===== config.mk =====
export PLATFORM = sky130hd
export DESIGN_NAME = sata_cmd_issuer_flat
export DESIGN_NICKNAME = d
export VERILOG_FILES = /design/src/rtl/sata_cmd_issuer_if.sv /design/src/rtl/sata_cmd_issuer.sv /design/src/flat_wrapper.sv
export SDC_FILE = /design/constraint.sdc
export NUM_CORES = 1
export LEC_CHECK = 0
export ABC_AREA = 1
export CORE_ASPECT_RATIO = 1.25
export CORE_MARGIN = 1
export CORE_UTILIZATION = 46
export DETAILED_ROUTE_END_ITERATION = 8
export PLACE_DENSITY = 0.86
export SLEW_MARGIN = 10
export SYNTH_ARGS = -nofsm -noshare
export SYNTH_HDL_FRONTEND = slang
export SYNTH_SLANG_ARGS = --single-unit

===== constraint.sdc =====
create_clock -name clk -period 4.9 [get_ports clk]
set_input_delay 0.98 -clock clk [delete_from_list [all_inputs] [get_ports clk]]
set_output_delay 0.98 -clock clk [all_outputs]
set_load 0.1 [all_outputs]

===== src/rtl/sata_cmd_issuer_if.sv =====
// rtl/sata_cmd_issuer_if.sv - client request/data and SATA host user-interface signal bundle
interface sata_cmd_issuer_if;
  // client request
  logic        req_valid;
  logic        req_ready;
  logic [1:0]  req_type;
  logic [31:0] req_count;
  logic [31:0] req_addr;
  // client write stream
  logic [31:0] wr_data;
  logic        wr_valid;
  logic        wr_ready;
  // client read stream
  logic [31:0] rd_data;
  logic        rd_valid;
  logic        rd_ready;
  // client status
  logic        busy;
  logic        done;
  logic        err;
  // host command side
  logic        ready_for_cmd;
  logic        new_cmd;
  logic [1:0]  cmd_type;
  logic [31:0] sector_count;
  logic [31:0] sector_addr;
  // host data FIFOs
  logic [31:0] sata_din;
  logic        sata_din_we;
  logic        sata_core_full;
  logic [31:0] sata_dout;
  logic        sata_dout_re;
  logic        sata_core_empty;
  // host status
  logic        sata_timer;
  logic        linkup;

  modport master (
    input  req_valid, req_type, req_count, req_addr,
    input  wr_data, wr_valid, rd_ready,
    input  ready_for_cmd, sata_core_full, sata_dout, sata_core_empty, sata_timer, linkup,
    output req_ready, wr_ready, rd_data, rd_valid, busy, done, err,
    output new_cmd, cmd_type, sector_count, sector_addr, sata_din, sata_din_we, sata_dout_re
  );

  modport slave (
    output req_valid, req_type, req_count, req_addr,
    output wr_data, wr_valid, rd_ready,
    output ready_for_cmd, sata_core_full, sata_dout, sata_core_empty, sata_timer, linkup,
    input  req_ready, wr_ready, rd_data, rd_valid, busy, done, err,
    input  new_cmd, cmd_type, sector_count, sector_addr, sata_din, sata_din_we, sata_dout_re
  );
endinterface


===== src/rtl/sata_cmd_issuer.sv =====
// rtl/sata_cmd_issuer.sv - issues one SATA read/write command and streams its sector data
module sata_cmd_issuer #(
  parameter int WORDS_PER_SECTOR = 128,
  parameter int SECT_SHIFT       = 7
) (
  input  logic               clk,
  input  logic               rst_n,
  sata_cmd_issuer_if.master  bus
);

  // Word counter is wide enough that a full 32-bit sector count never overflows.
  localparam int RemW = 32 + $clog2(WORDS_PER_SECTOR);

  typedef enum logic [2:0] {
    S_IDLE,
    S_ISSUE,
    S_WRITE,
    S_READ,
    S_DONE
  } state_t;

  state_t            state_q,        state_d;
  logic [RemW-1:0]   remaining_q,    remaining_d;
  logic [1:0]        cmd_type_q,     cmd_type_d;
  logic [31:0]       sector_count_q, sector_count_d;
  logic [31:0]       sector_addr_q,  sector_addr_d;
  logic              req_ready_q,    req_ready_d;
  logic              busy_q,         busy_d;
  logic              done_q,         done_d;
  logic              err_q,          err_d;
  logic              new_cmd_q,      new_cmd_d;

  logic abort;
  logic req_legal;
  logic wr_xfer;
  logic rd_vld;
  logic rd_xfer;

  assign abort     = bus.sata_timer | ~bus.linkup;
  assign req_legal = (bus.req_type == 2'b01) || (bus.req_type == 2'b10);

  // Data handshakes are combinational pass-throughs, forced to 0 outside their own state.
  assign wr_xfer = (state_q == S_WRITE) & bus.wr_valid & ~bus.sata_core_full;
  assign rd_vld  = (state_q == S_READ) & ~bus.sata_core_empty;
  assign rd_xfer = rd_vld & bus.rd_ready;

  assign bus.sata_din_we  = wr_xfer;
  assign bus.wr_ready     = wr_xfer;
  assign bus.sata_din     = (state_q == S_WRITE) ? bus.wr_data : 32'd0;
  assign bus.rd_valid     = rd_vld;
  assign bus.sata_dout_re = rd_xfer;
  assign bus.rd_data      = (state_q == S_READ) ? bus.sata_dout : 32'd0;

  assign bus.req_ready    = req_ready_q;
  assign bus.busy         = busy_q;
  assign bus.done         = done_q;
  assign bus.err          = err_q;
  assign bus.new_cmd      = new_cmd_q;
  assign bus.cmd_type     = cmd_type_q;
  assign bus.sector_count = sector_count_q;
  assign bus.sector_addr  = sector_addr_q;

  // Next-state and registered-output computation for the command FSM.
  always_comb begin
    state_d        = state_q;
    remaining_d    = remaining_q;
    cmd_type_d     = cmd_type_q;
    sector_count_d = sector_count_q;
    sector_addr_d  = sector_addr_q;
    busy_d         = busy_q;
    done_d         = 1'b0;
    err_d          = 1'b0;
    new_cmd_d      = 1'b0;

    case (state_q)
      S_IDLE: begin
        if (bus.req_valid && req_ready_q) begin
          cmd_type_d     = bus.req_type;
          sector_count_d = bus.req_count;
          sector_addr_d  = bus.req_addr;
          remaining_d    = {{(RemW-32){1'b0}}, bus.req_count} << SECT_SHIFT;
          if ((bus.req_count == 32'd0) || !req_legal) begin
            err_d = 1'b1;
          end else begin
            state_d = S_ISSUE;
            busy_d  = 1'b1;
          end
        end
      end

      S_ISSUE: begin
        // Only the host timer aborts here; a dropped link just keeps us waiting.
        if (bus.sata_timer) begin
          state_d = S_IDLE;
          busy_d  = 1'b0;
          err_d   = 1'b1;
        end else if (bus.ready_for_cmd && bus.linkup) begin
          new_cmd_d = 1'b1;
          state_d   = (cmd_type_q == 2'b10) ? S_WRITE : S_READ;
        end
      end

      S_WRITE: begin
        if (abort) begin
          state_d = S_IDLE;
          busy_d  = 1'b0;
          err_d   = 1'b1;
        end else if (wr_xfer) begin
          remaining_d = remaining_q - 1'b1;
          if (remaining_q == RemW'(1)) begin
            state_d = S_DONE;
            busy_d  = 1'b0;
            done_d  = 1'b1;
          end
        end
      end

      S_READ: begin
        if (abort) begin
          state_d = S_IDLE;
          busy_d  = 1'b0;
          err_d   = 1'b1;
        end else if (rd_xfer) begin
          remaining_d = remaining_q - 1'b1;
          if (remaining_q == RemW'(1)) begin
            state_d = S_DONE;
            busy_d  = 1'b0;
            done_d  = 1'b1;
          end
        end
      end

      S_DONE: begin
        state_d = S_IDLE;
      end

      default: begin
        state_d = S_IDLE;
        busy_d  = 1'b0;
      end
    endcase

    // Ready is registered so it reappears the cycle after DONE and after reset release.
    req_ready_d = (state_d == S_IDLE);
  end

  // State and output registers with asynchronous clear.
  always_ff @(posedge clk or negedge rst_n) begin
    if (!rst_n) begin
      state_q        <= S_IDLE;
      remaining_q    <= '0;
      cmd_type_q     <= 2'b00;
      sector_count_q <= 32'd0;
      sector_addr_q  <= 32'd0;
      req_ready_q    <= 1'b0;
      busy_q         <= 1'b0;
      done_q         <= 1'b0;
      err_q          <= 1'b0;
      new_cmd_q      <= 1'b0;
    end else begin
      state_q        <= state_d;
      remaining_q    <= remaining_d;
      cmd_type_q     <= cmd_type_d;
      sector_count_q <= sector_count_d;
      sector_addr_q  <= sector_addr_d;
      req_ready_q    <= req_ready_d;
      busy_q         <= busy_d;
      done_q         <= done_d;
      err_q          <= err_d;
      new_cmd_q      <= new_cmd_d;
    end
  end

endmodule

===== src/flat_wrapper.sv =====
// flat-port wrapper written by rule: the top's interface ports become plain ports
module sata_cmd_issuer_flat 
#(
  parameter int WORDS_PER_SECTOR = 128,
  parameter int SECT_SHIFT       = 7
)
  (clk, rst_n, bus_req_valid, bus_req_type, bus_req_count, bus_req_addr, bus_wr_data, bus_wr_valid, bus_rd_ready, bus_ready_for_cmd, bus_sata_core_full, bus_sata_dout, bus_sata_core_empty, bus_sata_timer, bus_linkup, bus_req_ready, bus_wr_ready, bus_rd_data, bus_rd_valid, bus_busy, bus_done, bus_err, bus_new_cmd, bus_cmd_type, bus_sector_count, bus_sector_addr, bus_sata_din, bus_sata_din_we, bus_sata_dout_re);
  sata_cmd_issuer_if bus_i ();
  input  logic clk;
  input  logic rst_n;
  input wire logic [$bits(bus_i.req_valid)-1:0] bus_req_valid;
  input wire logic [$bits(bus_i.req_type)-1:0] bus_req_type;
  input wire logic [$bits(bus_i.req_count)-1:0] bus_req_count;
  input wire logic [$bits(bus_i.req_addr)-1:0] bus_req_addr;
  input wire logic [$bits(bus_i.wr_data)-1:0] bus_wr_data;
  input wire logic [$bits(bus_i.wr_valid)-1:0] bus_wr_valid;
  input wire logic [$bits(bus_i.rd_ready)-1:0] bus_rd_ready;
  input wire logic [$bits(bus_i.ready_for_cmd)-1:0] bus_ready_for_cmd;
  input wire logic [$bits(bus_i.sata_core_full)-1:0] bus_sata_core_full;
  input wire logic [$bits(bus_i.sata_dout)-1:0] bus_sata_dout;
  input wire logic [$bits(bus_i.sata_core_empty)-1:0] bus_sata_core_empty;
  input wire logic [$bits(bus_i.sata_timer)-1:0] bus_sata_timer;
  input wire logic [$bits(bus_i.linkup)-1:0] bus_linkup;
  output wire logic [$bits(bus_i.req_ready)-1:0] bus_req_ready;
  output wire logic [$bits(bus_i.wr_ready)-1:0] bus_wr_ready;
  output wire logic [$bits(bus_i.rd_data)-1:0] bus_rd_data;
  output wire logic [$bits(bus_i.rd_valid)-1:0] bus_rd_valid;
  output wire logic [$bits(bus_i.busy)-1:0] bus_busy;
  output wire logic [$bits(bus_i.done)-1:0] bus_done;
  output wire logic [$bits(bus_i.err)-1:0] bus_err;
  output wire logic [$bits(bus_i.new_cmd)-1:0] bus_new_cmd;
  output wire logic [$bits(bus_i.cmd_type)-1:0] bus_cmd_type;
  output wire logic [$bits(bus_i.sector_count)-1:0] bus_sector_count;
  output wire logic [$bits(bus_i.sector_addr)-1:0] bus_sector_addr;
  output wire logic [$bits(bus_i.sata_din)-1:0] bus_sata_din;
  output wire logic [$bits(bus_i.sata_din_we)-1:0] bus_sata_din_we;
  output wire logic [$bits(bus_i.sata_dout_re)-1:0] bus_sata_dout_re;
  assign bus_i.req_valid = bus_req_valid;
  assign bus_i.req_type = bus_req_type;
  assign bus_i.req_count = bus_req_count;
  assign bus_i.req_addr = bus_req_addr;
  assign bus_i.wr_data = bus_wr_data;
  assign bus_i.wr_valid = bus_wr_valid;
  assign bus_i.rd_ready = bus_rd_ready;
  assign bus_i.ready_for_cmd = bus_ready_for_cmd;
  assign bus_i.sata_core_full = bus_sata_core_full;
  assign bus_i.sata_dout = bus_sata_dout;
  assign bus_i.sata_core_empty = bus_sata_core_empty;
  assign bus_i.sata_timer = bus_sata_timer;
  assign bus_i.linkup = bus_linkup;
  assign bus_req_ready = bus_i.req_ready;
  assign bus_wr_ready = bus_i.wr_ready;
  assign bus_rd_data = bus_i.rd_data;
  assign bus_rd_valid = bus_i.rd_valid;
  assign bus_busy = bus_i.busy;
  assign bus_done = bus_i.done;
  assign bus_err = bus_i.err;
  assign bus_new_cmd = bus_i.new_cmd;
  assign bus_cmd_type = bus_i.cmd_type;
  assign bus_sector_count = bus_i.sector_count;
  assign bus_sector_addr = bus_i.sector_addr;
  assign bus_sata_din = bus_i.sata_din;
  assign bus_sata_din_we = bus_i.sata_din_we;
  assign bus_sata_dout_re = bus_i.sata_dout_re;
  sata_cmd_issuer #(.WORDS_PER_SECTOR(WORDS_PER_SECTOR), .SECT_SHIFT(SECT_SHIFT)) u_core (.clk(clk), .rst_n(rst_n), .bus(bus_i));
endmodule

==> impl_metrics.tcl, run 1 <==
set metrics [dict create \
    outcome "complete, no violations" \
    p_int_mw 3.001 \
    grt_antenna_before_repair 0 \
    cts_num_sinks 113 \
    cellPowerDensity_mw_per_mm2 724.0 \
    final_net_count 1372 \
    period_share_pct 78.02 \
    whs_endpoint "u_core.bus.sector_addr[31]" \
    avgSynthCellArea_um2 6.673 \
    die_area_mm2 0.01445 \
    worst_pin_slew_ps 1018 \
    hold_buffers 0 \
    setup_viol 0 \
    power_frac_clock_pct 16.1 \
    synth_cells 963 \
    ys_ff_latch 113 \
    detail-route-antenna-nets 0 \
    ff2ff_path_depth 9 \
    power_frac_seq_pct 24.4 \
    leakage_nw 4.989 \
    utilization_pct 72.20 \
    initial_core_util_pct 47.93 \
    core.rowCount 47 \
    cts.reportedPaths.clkPinSlew_ps 60 \
    p_switching_mw 4.007 \
    grt_pass1_vias 6620 \
    yosysSeqAreaShare_pct 44.00 \
    grt_pass1_wl_um 32610 \
    switching_share_pct 57.18 \
    maxCapViolations 0 \
    end_kind "output port" \
    synth_nets 1105 \
    fillers 1081 \
    area_growth_pct 50.64 \
    clk_latency_ps 410 \
    slew_headroom_pct 31.91 \
    cts_tree "built" \
    core_mm2 0.01341 \
    fin_setup_tns_ps 0 \
    clock.fmax_ghz 0.2616 \
    gp_congestion 0.9965 \
    drive_above_1_share_pct 9.735 \
    reg2reg_from "u_core.state_q[1]" \
    cp.required_ps 3920 \
    cts_htree_levels 4 \
    pwr-share-comb_pct 59.5 \
    slew_violations 0 \
    yosys_warnings 0 \
    layout_setup_ws_ps 1077 \
    drtIter0Drc 604 \
    crit_start "u_core.state_q[2]" \
    via_per_inst 5.005 \
    routedWlPerCell_um 14.57 \
    route.detailed.drc 0 \
    synth.distinct_cells 33 \
    clock_path_buffers 2 \
    syn_area_mm2 0.006426 \
    io_pins 279 \
    cts_resized 0 \
    finClkSkew_ps 5.659 \
    hold_viol 0 \
    grt_max_degree 93 \
    wl_um 20600 \
    period_minus_slack_ps 3823 \
    critical_path_arrival_ps 2840 \
    regToRegSetupSlack_ps 1890 \
    cts_root_buf "clkbuf_16" \
    reg2reg_to "u_core.remaining_q[22]" \
    rsz0062_at_grt "no" \
    hold_path_class "reg -> reg" \
    start_kind "flop" \
    die_w_um 107.7 \
    cts_buffers 17 \
    grtUsageTotal_pct 28.91 \
    ir_worst_vdd_uv 689.7 \
    antenna_cells 0 \
    hpwl_um 15340 \
    gr-total-overflow 0 \
    first_pass_iters 7 \
    cp_max_fo 41 \
    hold_start "u_core.bus.sector_addr[31]" \
    path_class "reg -> out" \
    post-place-ws_ps 1492 \
    post_cts_buffers 0 \
    via_count 7077 \
    die-height_um 134.1 \
    holdWs_ps 468.6 \
    hold_depth 2 \
    io_buffers 278 \
]
## logic make-up after synthesis
logic type / share of synthesized area (%)
xor gates and xnor gates: 2.317
DFF: 44.00
and+or+nand+nor: 33.96
adders and majority gates: 0.3893
AOI/OAI and AO/OA: 8.470
buffers and inverters: 10.86
## worst max path at each step
stage                                 end  slack, ps  depth (start not counted)
after detailed placement  bus_sata_din_we       1490                          6
after global placement    bus_sata_din_we       1570                          6
after CTS                 bus_sata_din_we       1050                          6
after global routing      bus_sata_din_we        850                          6
final                     bus_sata_din_we       1080                          6
after floorplan              bus_wr_ready        980                          4
## layer usage
metal  GRT usage, %  up-vias  wire length, µm
met5              0        -                0
li1               -     3452                -
met2          47.29      331             9990
met3          8.066       60             1787
met4          13.55        0              850
met1          35.08     3234             7973
## through the flow
step	cells	total power [mW]	area (µm²)
floorplan	963	4.793	6426
detailed placement	1382	5.852	9130
finish	1414	7.008	9681
CTS	1414	7.012	9681
global route	1414	7.340	9681
global placement	1382	5.796	9130
## power by group through the flow
stage          clock [mW]  combinational, mW  sequential, mW
5_1_grt              1.18               4.39            1.76
2_1_floorplan           0               1.07            3.72
4_1_cts              1.13               4.17            1.70
3_5_place_dp            0               4.15            1.70
3_3_place_gp            0               4.10            1.69
6_report             1.13               4.17            1.71
## registers in the layout, summed over array words and instances, names as in the netlist
signal                   count
u_core.bus.sector_count     32
u_core.bus.done              1
u_core.bus.req_ready         1
u_core.state_q               3
u_core.bus.busy              1
u_core.bus.sector_addr      32
u_core.bus.cmd_type          2
u_core.bus.new_cmd           1
u_core.remaining_q          39
u_core.bus.err               1
## synth_stat cells, drive strengths merged
cell type | n | share of area, %
a31oi | 2 | 0.29
o21ai | 73 | 5.7
dfrtp | 113 | 44
o21bai | 1 | 0.12
xnor2 | 2 | 0.27
nand4 | 10 | 0.97
nand3b | 2 | 0.23
nor3 | 7 | 0.55
nor2 | 183 | 11
or2 | 2 | 0.19
ha | 2 | 0.39
nand3 | 24 | 1.9
nor4 | 1 | 0.097
nand2 | 321 | 19
o211ai | 1 | 0.12
a21oi | 21 | 1.6
clkbuf | 14 | 0.82
buf | 21 | 1.8
xor2 | 15 | 2.0
inv | 142 | 8.3
o221ai | 2 | 0.27
and2 | 1 | 0.097
o22ai | 3 | 0.29
## worst max-delay path: stages, from the launching register on
cell	delay [ps]
dfrtp_1	430
inv_2	120
nand2_2	420
nor2_2	330
inv_1	420
nor2_1	350
buf_4	350
## cell usage in the layout, fill, tap and decap left out, types with 2 or more instances in the layout
cell | netlist | final
a21oi_1 | 21 | 21
buf_4 | 2 | 74
clkbuf_16 | 0 | 17
clkdlybuf4s50_1 | 0 | 209
clkinv_4 | 0 | 7
clkinvlp_4 | 0 | 2
dfrtp_1 | 113 | 113
ha_1 | 2 | 2
inv_1 | 139 | 138
inv_2 | 3 | 4
inv_6 | 0 | 3
nand2_1 | 319 | 319
nand2_2 | 2 | 2
nand3_1 | 24 | 24
nand3b_1 | 2 | 2
nand4_1 | 10 | 10
nor2_1 | 178 | 177
nor2_2 | 2 | 2
nor2_4 | 3 | 4
nor3_1 | 7 | 7
o21ai_0 | 53 | 53
o21ai_1 | 19 | 19
o221ai_1 | 2 | 2
o22ai_1 | 3 | 3
or2_2 | 2 | 2
xnor2_1 | 2 | 2
xor2_1 | 15 | 15
## layout make-up
type,count,area [µm²],area share (%)
clock inverters,13,107.6,1.112
inverters,142,533.0,5.506
multi-input cells,673,2908,30.04
well taps,171,214.0,2.210
repair buffers,283,2648,27.35
clock buffers,19,442.9,4.575
flip-flops and latches,113,2828,29.21
Power figures use the tool's default switching activity.
==> inputs of run 2 (changes only) <==
--- a/config.mk
+++ b/config.mk
@@ -8,9 +8,9 @@
 export ABC_AREA = 1
 export CORE_ASPECT_RATIO = 1.25
 export CORE_MARGIN = 1
-export CORE_UTILIZATION = 46
+export CORE_UTILIZATION = 43
 export DETAILED_ROUTE_END_ITERATION = 8
-export PLACE_DENSITY = 0.86
+export PLACE_DENSITY = 0.81
 export SLEW_MARGIN = 10
 export SYNTH_ARGS = -nofsm -noshare
 export SYNTH_HDL_FRONTEND = slang
==> constraint.sdc (replaced) <==
create_clock -name clk -period 4 [get_ports clk]
set_input_delay 0.8 -clock clk [delete_from_list [all_inputs] [get_ports clk]]
set_output_delay 0.8 -clock clk [all_outputs]
set_load 0.1 [all_outputs]
==> run 2 against run 1 <==
Effect of this change:
- critical endpoint unchanged
- critical path type unchanged
- global-route usage down 2.1 points
- design area is 1.1% higher
- routed wire length decreased by 1.6%
- largest cell class unchanged
- non-clock buffer count increased by 3
- register-to-register slack worse by 210 ps
- the run now ends with DRC left
- flip-flop and latch count is the same
- clock-buffer cell count rose by 1
==> impl_metrics.tcl, run 2 (synthesis gave the netlist of run 1 again) <==
set metrics [dict create \
    outcome "complete, but fails checks" \
    violations "DRC" \
    path_class "reg -> out" \
    setup_viol 0 \
    maxCapViolations 0 \
    utilization_pct 67.62 \
    drtIter0Drc 534 \
    hold_viol 0 \
    timing.critical_path.buf_inv 3 \
    slew_headroom_pct 31.89 \
    via_count 6882 \
    hold_path_class "in -> async" \
    start_kind "flop" \
    critical_path_arrival_ps 2380 \
    io_pins 279 \
    end_kind "output port" \
    slowest_stage "nor2_1" \
    post_cts_buffers 0 \
    grt_pass1_wl_um 32970 \
    final_net_count 1375 \
    ir_worst_vdd_uv 930.0 \
    drive_above_1_share_pct 10.03 \
    die_w_um 111.3 \
    finalPower_mw 8.708 \
    area_growth_pct 52.26 \
    io_buffers 278 \
    hold_buffers 0 \
    critPathTopFamily "simple AND/OR/NAND/NOR gates" \
    slew_violations 0 \
    core_mm2 0.01447 \
    route.detailed.drc 22 \
    crit_chain "inv_2 > nand2_2 > nor2_2 > inv_1 > nor2_1 > buf_12" \
    cellPowerDensity_mw_per_mm2 890.0 \
    first_pass_iters 7 \
    period_minus_slack_ps 3178 \
    worst_pin_slew_ps 1019 \
    antenna_cells 0 \
    gp_congestion 0.9345 \
    initial_core_util_pct 44.41 \
    via_per_inst 4.833 \
    cp_max_fo 33 \
    cts_num_sinks 113 \
    grtUsageTotal_pct 26.78 \
    detail-route-antenna-nets 0 \
    final_cell_mix "nand2_1, clkdlybuf4s50_1, nor2_1, inv_1, dfrtp_1" \
    regMostFlops "u_core.remaining_q" \
    finClkSkew_ps 8.100 \
    grt_max_degree 84 \
    die-height_um 138.7 \
    cts_tree "built" \
    hpwl_um 15300 \
    cp_slowest_stage_delay_ps 550 \
    fin_setup_tns_ps 0 \
    cp.required_ps 3200 \
    gr-total-overflow 0 \
    cts_buffers 17 \
    rsz0062_at_grt "no" \
    wl_um 20280 \
    clock.fmax_ghz 0.3147 \
    cts.reportedPaths.clkPinSlew_ps 50 \
    final_common_cell "nand2_1" \
    core.rowCount 49 \
    clk_latency_ps 410 \
    cts_htree_levels 4 \
    routedWlPerCell_um 14.24 \
    grt_antenna_before_repair 0 \
    cts_root_buf "clkbuf_16" \
    clock_path_buffers 2 \
    fillers 1185 \
    placedCellCount 1392 \
    largest_reg_flops 39 \
    layoutNonFillerInstCount 1424 \
    grt_pass1_vias 6753 \
    period_share_pct 79.45 \
    die_area_mm2 0.01544 \
    leakage_nw 5.029 \
    cts_resized 0 \
]
run 2: cell count changes in the layout (fill, tap and decap cells not counted), sizes merged:
cell      previous run  this run
inv                145       144
clkinv               8         4
bufinv               0         2
clkbuf              19        20
clkinvlp             2         4
buf                 74        77
run 2: power breakdown:
group / switching [mW] / internal [mW] / total [mW] / leakage, nW
Sequential: 0.416 / 1.68 / 2.10 / 1.40
Clock: 0.543 / 0.966 / 1.51 / 0.285
Combinational: 3.92 / 1.18 / 5.10 / 3.34
run 2: worst paths after layout:
path | cells after the start | startpoint | to | slack (ps)
worst max-delay path | 6 | u_core.state_q[2] | bus_sata_din_we | 820
worst min-delay path | 1 | rst_n | u_core.bus.sector_addr[14] | 440
worst max register to register | 10 | u_core.state_q[2] | u_core.bus.busy | 1680
worst min register to register | 2 | u_core.bus.sector_addr[19] | u_core.bus.sector_addr[19] | 470
max in group asynchronous | 2 | rst_n | u_core.remaining_q[31] | 2710
min in group clk | 2 | u_core.bus.sector_addr[19] | u_core.bus.sector_addr[19] | 470
run 2: final cells by class:
type / instances / area [µm²] / share of cell area, %
multi-input cells: 673 / 2908 / 29.72
inverters: 142 / 533.0 / 5.448
flip-flops and latches: 113 / 2828 / 28.90
repair buffers: 286 / 2695 / 27.54
well taps: 178 / 222.7 / 2.276
clock inverters: 12 / 131.4 / 1.343
clock buffers: 20 / 466.7 / 4.770
run 2: metrics by stage:
step	setup slack [ps]	cell area [µm²]	hold slack, ps
finish	822.0	9784	435.8
global route	597.7	9784	484.4
CTS	805.1	9784	468.5
detailed placement	1160	9186	457.6
global placement	1179	9186	452.6
floorplan	437.2	6426	470.5
run 2: per-layer routing:
layer / vias up / track usage (%) / wire length [µm] / part of all wire (%)
met2: 256 / 44.87 / 9914 / 49
met5: - / 0 / 0 / 0
met4: 0 / 11.52 / 725 / 3.6
li1: 3455 / - / - / -
met1: 3122 / 32.03 / 8178 / 40
met3: 49 / 7.736 / 1460 / 7.2
==> inputs of run 3 (changes only) <==
==> constraint.sdc (replaced) <==
create_clock -name clk -period 3.05 [get_ports clk]
set_input_delay 0.61 -clock clk [delete_from_list [all_inputs] [get_ports clk]]
set_output_delay 0.61 -clock clk [all_outputs]
set_load 0.1 [all_outputs]
==> run 3 against run 2 <==
Effect of this change:
- the run still ends with DRC left
- final cell count barely moved
- global-route usage increased by 2.2 points
- design area increased by 6.7%
- clock power increased by 25%
- worst hold slack got worse by 230 ps
- routed wire length increased by 6.2%
- core utilization increased by 4.5 points
- largest cell class is now buffers
- largest power group unchanged
- highest routed layer unchanged
==> impl_metrics.tcl, run 3 (synthesis gave the netlist of run 1 again) <==
set metrics [dict create \
    io_pins 279 \
    area_growth_pct 62.40 \
    antenna_cells 0 \
    rsz0062_at_grt "no" \
    gr-total-overflow 0 \
    end_kind "output port" \
    die_w_um 111.3 \
    p_switching_mw 6.485 \
    grt_pass1_wl_um 35260 \
    violations "DRC" \
    setup_viol 0 \
    multi_input_area_mm2 0.002910 \
    grtUsageTotal_pct 29.01 \
    layoutNonFillerInstCount 1425 \
    ff2ff_path_depth 9 \
    grt_antenna_before_repair 0 \
    hold_viol 0 \
    post_cts_buffers 0 \
    grt_max_degree 93 \
    cts_num_sinks 113 \
    maxCapViolations 0 \
    period_share_pct 87.55 \
    finClkSkew_ps 6.497 \
    power_frac_seq_pct 24.5 \
    period_minus_slack_ps 2670 \
    utilization_pct 72.13 \
    clk_latency_ps 410 \
    slew_headroom_pct 55.01 \
    critical_path_arrival_ps 2060 \
    cts_buffers 17 \
    worst_pin_slew_ps 672.5 \
    detail-route-antenna-nets 0 \
    cts_htree_levels 4 \
    cp_max_fo 35 \
    crit_start "u_core.state_q[1]" \
    cts_tree "built" \
    ir_worst_vdd_uv 1080 \
    path_class "reg -> out" \
    die_area_mm2 0.01544 \
    regMostFlops "u_core.remaining_q" \
    wl_um 21540 \
    clock_path_buffers 2 \
    reg2reg_from "u_core.state_q[1]" \
    core.rowCount 49 \
    via_per_inst 4.921 \
    hold_path_class "in -> async" \
    crit_chain "inv_2 > nor2_4 > nand2_2 > nor2_1 > buf_12" \
    drive_above_1_share_pct 15.88 \
    hold_buffers 0 \
    power_frac_clock_pct 16.7 \
    initial_core_util_pct 44.41 \
    slew_violations 0 \
    routedWlPerCell_um 15.11 \
    placedCellCount 1394 \
    slowest_stage "dfrtp_1" \
    reg2reg_to "u_core.remaining_q[38]" \
    outcome "complete, but fails checks" \
    cts_resized 0 \
    via_count 7012 \
    fillers 1123 \
    clock.fmax_ghz 0.3745 \
    p_int_mw 4.787 \
    gp_congestion 0.9400 \
    pwr-share-comb_pct 58.8 \
    regToRegSetupSlack_ps 760 \
    route.detailed.drc 22 \
    first_pass_iters 7 \
    cp.required_ps 2440 \
    hpwl_um 16570 \
    final_net_count 1377 \
    cellPowerDensity_mw_per_mm2 1080 \
    leakage_nw 5.288 \
    fin_setup_tns_ps 0 \
    largest_reg_flops 39 \
    switching_share_pct 57.53 \
    start_kind "flop" \
    cts_root_buf "clkbuf_16" \
    final_cell_mix "nand2_1, nor2_1, inv_1, clkdlybuf4s50_1, dfrtp_1" \
    cp_slowest_stage_delay_ps 480 \
    cts.reportedPaths.clkPinSlew_ps 60 \
    die-height_um 138.7 \
    critPathTopFamily "simple AND/OR/NAND/NOR gates" \
    timing.critical_path.buf_inv 2 \
    drtIter0Drc 496 \
    io_buffers 278 \
    final_common_cell "nand2_1" \
    grt_pass1_vias 6900 \
    core_mm2 0.01447 \
    register_area_mm2 0.002828 \
]
-- run 3: cell types whose count changed in the layout (fill, tap and decap cells not counted), sizes merged --
cell	delta
buf	+73
clkbuf	-3
inv	+2
bufinv	-1
clkinvlp	+1
clkdlybuf4s50	-71
-- run 3: layer usage --
metal / part of all wire (%) / GRT usage, % / vias to the layer above
met5: 0 / 0 / -
met4: 3.6 / 14.22 / 0
met3: 7.2 / 6.469 / 55
met2: 49 / 49.01 / 305
met1: 40 / 34.86 / 3189
li1: - / - / 3463
-- run 3: area by class of cell --
class	instances	area share [%]
Timing Repair Buffer	288	32.42
Multi-Input combinational cell	673	27.89
Sequential cell	113	27.09
Inverter	142	5.107
Clock buffer	17	4.076
Tap cell	178	2.134
Clock inverter	14	1.283
-- run 3: worst max-delay path by stage --
| stage | to | slack, ps | depth (start not counted) |
|---|---|---|---|
| floorplan | bus_sata_din[10] | 130 | 6 |
| global placement | u_core.remaining_q[30] | 590 | 10 |
| detailed placement | u_core.remaining_q[8] | 550 | 9 |
| CTS | bus_rd_data[6] | 400 | 5 |
| global route | bus_wr_ready | 260 | 7 |
| finish | bus_rd_data[30] | 380 | 5 |
-- run 3: through the flow --
step	hold slack (ps)	setup WS [ps]	power, mW	cell area (µm²)
floorplan	314.4	133.9	7.701	6429
global placement	455.2	589.9	9.260	9877
detailed placement	459.1	546.2	9.371	9877
CTS	226.1	400.6	11.29	10440
global route	245.1	255.7	11.82	10440
finish	206.1	379.6	11.27	10440
-- run 3: power by group through the flow --
stage               sequential (mW)  clock (mW)  combinational, mW
floorplan                      5.98           0               1.72
global placement               2.74           0               6.52
detailed placement             2.74           0               6.63
CTS                            2.75        1.90               6.63
global route                   2.86        1.97               6.99
finish                         2.77        1.88               6.62
